### src/rtl/sparc_mul_arb_ctl.sv
// Issue controller for the shared 64x64 multiplier datapath.
// Arbitrates EXU/SPU single-cycle requests, drives operand pick and start
// controls, tracks in-flight ops in a fixed-latency tag pipeline and returns
// result-valid strobes to the owner. Also sequences the SPU accumulator
// (enable, clear, shift) and stalls accumulate ops on read-after-write hazards.
module sparc_mul_arb_ctl #(
    parameter int unsigned MUL_LAT = 5  // issue-to-result latency, legal 2..8
) (
    input  logic rclk,
    input  logic rst,
    input  logic exu_mul_req,
    input  logic spu_mul_req,
    input  logic spu_mul_acc,
    input  logic spu_mul_shf,
    input  logic spu_mul_clr,
    output logic mul_exu_ack,
    output logic mul_spu_ack,
    output logic mul_valid,
    output logic mul_spick,
    output logic mul_acc_actc3,
    output logic mul_acc_reg_enb,
    output logic mul_acc_reg_rst,
    output logic mul_acc_reg_shf,
    output logic mul_exu_data_vld,
    output logic mul_spu_data_vld,
    output logic mul_busy
);

    // Owner of an operation; also used for the round-robin history.
    typedef enum logic {
        OWN_EXU = 1'b0,
        OWN_SPU = 1'b1
    } owner_e;

    // Tag pipeline: bit 0 is the newest stage, bit MUL_LAT-1 the returning one.
    logic [MUL_LAT-1:0] tag_vld_q, tag_vld_d;
    logic [MUL_LAT-1:0] tag_own_q, tag_own_d;
    logic [MUL_LAT-1:0] tag_acc_q, tag_acc_d;

    owner_e last_grant_q, last_grant_d;
    logic   shf_ret_q, shf_ret_d;   // shifted-out data is presented next cycle
    logic   clr_q, clr_d;           // registered accumulator clear request

    // Combinational intermediates
    logic ret_exu;
    logic ret_spu;
    logic acc_inflight;
    logic spu_acc_type;
    logic exu_elig;
    logic spu_elig;
    logic exu_ack;
    logic spu_ack;
    logic spu_shf_ack;
    logic issue;

    // Returning stage and accumulate hazard detection.
    always_comb begin
        // NOTE: every signal assigned in an always_comb gets a default first so
        // no path can leave it unassigned and infer a latch.
        ret_exu      = 1'b0;
        ret_spu      = 1'b0;
        acc_inflight = 1'b0;

        if (tag_vld_q[MUL_LAT-1]) begin
            if (tag_own_q[MUL_LAT-1] == OWN_SPU) ret_spu = 1'b1;
            else                                 ret_exu = 1'b1;
        end

        // The returning stage is excluded: a dependent acc op may issue in the
        // same cycle its predecessor writes the accumulator.
        for (int i = 0; i < int'(MUL_LAT) - 1; i++) begin
            if (tag_vld_q[i] && (tag_own_q[i] == OWN_SPU) && tag_acc_q[i])
                acc_inflight = 1'b1;
        end
    end

    // Eligibility and round-robin arbitration; at most one ack per cycle.
    always_comb begin
        spu_acc_type = spu_mul_acc | spu_mul_shf;
        exu_elig     = exu_mul_req & ~rst;
        spu_elig     = spu_mul_req & ~rst & ~(spu_acc_type & acc_inflight);
        exu_ack      = 1'b0;
        spu_ack      = 1'b0;

        if (exu_elig && spu_elig) begin
            // On conflict the side that did not win last time goes first.
            if (last_grant_q == OWN_SPU) exu_ack = 1'b1;
            else                         spu_ack = 1'b1;
        end else if (exu_elig) begin
            exu_ack = 1'b1;
        end else if (spu_elig) begin
            spu_ack = 1'b1;
        end

        // Shift takes precedence over accumulate and never uses the multiplier.
        spu_shf_ack = spu_ack & spu_mul_shf;
        issue       = (exu_ack | spu_ack) & ~spu_shf_ack;
    end

    // Next-state for the tag pipeline and the small control registers.
    always_comb begin
        tag_vld_d    = {tag_vld_q[MUL_LAT-2:0], issue};
        tag_own_d    = {tag_own_q[MUL_LAT-2:0], spu_ack};
        tag_acc_d    = {tag_acc_q[MUL_LAT-2:0], spu_ack & spu_mul_acc & ~spu_mul_shf};
        shf_ret_d    = spu_shf_ack;
        clr_d        = spu_mul_clr;
        last_grant_d = last_grant_q;
        if (exu_ack) last_grant_d = OWN_EXU;
        if (spu_ack) last_grant_d = OWN_SPU;
    end

    // State registers with synchronous active-high reset.
    always_ff @(posedge rclk) begin
        // NOTE: sequential state uses non-blocking assignments only, so every
        // register samples the pre-edge values regardless of statement order.
        if (rst) begin
            tag_vld_q    <= '0;
            tag_own_q    <= '0;
            tag_acc_q    <= '0;
            shf_ret_q    <= 1'b0;
            clr_q        <= 1'b0;
            // EXU wins the first conflict after reset.
            last_grant_q <= OWN_SPU;
        end else begin
            tag_vld_q    <= tag_vld_d;
            tag_own_q    <= tag_own_d;
            tag_acc_q    <= tag_acc_d;
            shf_ret_q    <= shf_ret_d;
            clr_q        <= clr_d;
            last_grant_q <= last_grant_d;
        end
    end

    // Output decode; everything is forced quiet while reset is held, except
    // the accumulator clear which is held active.
    always_comb begin
        mul_exu_ack      = exu_ack;
        mul_spu_ack      = spu_ack;
        mul_valid        = issue;
        mul_spick        = spu_ack;
        mul_acc_actc3    = spu_ack & spu_mul_acc & ~spu_mul_shf;
        mul_acc_reg_shf  = spu_shf_ack;
        mul_acc_reg_rst  = rst | clr_q;
        mul_exu_data_vld = 1'b0;
        mul_spu_data_vld = 1'b0;
        mul_acc_reg_enb  = 1'b0;
        mul_busy         = 1'b0;

        if (!rst) begin
            mul_exu_data_vld = ret_exu;
            mul_spu_data_vld = ret_spu | shf_ret_q;
            // A coincident clear wins over a result write into the accumulator.
            mul_acc_reg_enb  = spu_shf_ack | (ret_spu & ~clr_q);
            mul_busy         = (|tag_vld_q) | shf_ret_q;
        end
    end

endmodule

### config.mk
export PLATFORM = sky130hd
export DESIGN_NAME = sparc_mul_arb_ctl
export DESIGN_NICKNAME = d
export VERILOG_FILES = /design/src/rtl/sparc_mul_arb_ctl.sv
export SDC_FILE = /design/constraint.sdc
export NUM_CORES = 1
export LEC_CHECK = 0
export ABC_AREA = 0
export CAP_MARGIN = 20
export CORE_MARGIN = 2
export CORE_UTILIZATION = 44
export CTS_BUF_LIST = sky130_fd_sc_hd__clkbuf_8
export DETAILED_ROUTE_END_ITERATION = 6
export GPL_TIMING_DRIVEN = 0
export PLACE_DENSITY = 0.88
export SYNTH_ARGS = -nofsm -noshare
export SYNTH_HDL_FRONTEND = slang
export SYNTH_SLANG_ARGS = --single-unit
export TNS_END_PERCENT = 10
### constraint.sdc
create_clock -name rclk -period 1.4 [get_ports rclk]
set_input_delay 0.42 -clock rclk [delete_from_list [all_inputs] [get_ports rclk]]
set_output_delay 0.42 -clock rclk [all_outputs]
set_load 0.02 [all_outputs]
==> out/results.tsv <==
metric	value	unit
worstPathMaxFanout	5	
fin_nets	104	
fin_util	70.7	%
placement.io_buffers	17	
clock_latency	0.25	ns
drt_first_pass_iters	4	
dp_hpwl	1070	µm
final.setup.tns	-3.39	ns
syn_nets	76	
crit_required	0.98	ns
worstMarginPinSlew	0.318	ns
cts_tree	built	
n_antenna_cell	0	
setup_viol_count_final	10	
grt_pass1_wl	2390	µm
netlist_instances	69	
outcome	finished, violations left	
place.gp.congestion	0.885	
num_rows	14	
crit_type	reg -> out	
failed_checks	negative setup slack	
ioPinCount	18	
slew_headroom	78.6	%
leakage	0.000446	µW
cts_htree_levels	1	
fmax	524	MHz
postSynth.asyncResetShare	0	%
ys.warnings.count	0	
setup_slack	-0.509	ns
ys_seq_area_share	48.3	%
power.density	970	nW/µm²
arrival	1.49	ns
ys_ff_latch	17	
synth_area	704	µm²
drv_cap	0	
initial_utilization	46.8	%
ir_worst_vdd	0.000435	V
worst_clock_skew	0.00213	ns
drt_iter0_drc	4	
hold_class	reg -> reg	
period_share	136	%
cts.sinks	17	
clockRootBuffer	clkbuf_8	
clkTransAtPathRegs	0.06	ns
multi_input_area	402	µm²
antenna_found_initial	0	
drt-vias-per-instance	5.45	
syn_area_per_cell	10.2	µm²
die_h	44.0	µm
cts_buffers	3	
rsz0062_at_grt	yes	
synth_edf_count	0	
wire_per_inst	13.5	µm
die_area	1940	µm²
die_w	44.0	µm
totalWireLength	1510	µm
register_area	348	µm²
end_kind	output port	
grt_overflow_total	0	
dominantRegCellSynth	dfxtp_1	
area_growth	51.2	%
final-hold-violation-count	0	
grt_use_total	18.0	%
clock_path_buffers	2	
drive_gt1_share	56.3	%
grt_max_degree	11	
grt_pass1_vias	567	
ant_nets	0	
final.fill_count	116	
slew_violations	0	
cp-start-kind	flop	
yosys.cell_types.count	27	
core_area	1510	µm²
layout_common_cells	nor2b_1, dfxtp_1, buf_6	
vias	610	
drc_errors	0	
fin_crit	1.91	ns
-- area by class of cell --
cell class | instances | area share, %
inverters | 4 | 1.41
multi-input cells | 45 | 37.7
well taps | 16 | 1.88
plain buffers | 3 | 3.17
repair buffers | 23 | 18.8
clock inverters | 1 | 0.470
clock buffers | 3 | 3.88
flip-flops and latches | 17 | 32.7
-- critical path, cell delays in order (launching register included) --
cell and delay (ns):
dfxtp_1 0.31, and3_4 0.18, a31oi_4 0.19, and2_4 0.22
and4b_2 0.23, buf_6 0.11
-- cells in the mapped netlist, types with 2 or more instances --
cell type	count	area, µm²
o21a_1	2	15.0
inv_1	4	15.0
o31ai_1	2	15.0
nor4_1	2	12.5
nand3_1	2	10.0
a31oi_4	2	42.5
a21oi_1	2	10.0
nor2b_2	2	17.5
and3_4	2	22.5
and4b_1	2	20.0
dfxtp_1	17	340
nor2b_1	11	68.8
nor2_1	4	15.0
nand2_1	2	7.51
-- cells by family after synthesis --
| group | Yosys count | synth area share [%] |
|---|---|---|
| buf+inv | 7 | 4.44 |
| flops | 17 | 48.3 |
| compound gates | 12 | 16.3 |
| simple gates | 33 | 30.9 |
-- power breakdown --
part | switching (µW) | internal (µW) | total (µW)
clock | 162 | 197 | 360
sequential | 15.6 | 501 | 517
combinational | 77.2 | 79.5 | 157
-- what timing repair did --
| action | 4_1_cts | 5_1_grt |
|---|---|---|
| buffers inserted | 5 | 1 |
| gates resized for setup | 88 | 3 |
| endpoints found under the setup margin | 13 | 11 |
| hold buffers | 0 | 0 |
| pin swaps | 6 | 3 |
-- sequential cells by signal, indices dropped and copies added (netlist names) --
register,count
clr_q,1
last_grant_q,1
shf_ret_q,1
tag_acc_q,4
tag_own_q,5
tag_vld_q,5
-- path summary, 6_finish.rpt --
path | cells past startpoint | slack [ns] | from | endpoint
worst max-delay path | 5 | -0.51 | tag_acc_q[1] | mul_acc_actc3
worst min-delay path | 1 | 0.46 | tag_own_q[3] | tag_own_q[4]
worst max register to register | 5 | 0.16 | tag_vld_q[1] | tag_vld_q[0]
worst min register to register | 1 | 0.46 | tag_own_q[3] | tag_own_q[4]
-- metal layers --
layer  GRT usage [%]  vias up  share of wire [%]
met1            18.7      284                 38
met4            17.0        0                5.6
met2            29.7       25                 51
met3            4.08        8                5.4
li1                -      293                  -
met5               0        -                  0
-- stage by stage --
stage | cell area [µm²] | hold slack, ns | std cells | setup slack [ns] | power, µW
4_1_cts | 1060 | 0.471 | 111 | -0.526 | 1050
2_1_floorplan | 757 | 0.439 | 69 | -0.125 | 605
6_report | 1060 | 0.465 | 112 | -0.509 | 1030
3_3_place_gp | 947 | 0.450 | 102 | -1.26 | 664
3_5_place_dp | 947 | 0.466 | 102 | -1.28 | 669
5_1_grt | 1060 | 0.490 | 112 | -0.549 | 1070
No activity file was read; power rests on OpenSTA's default activity.
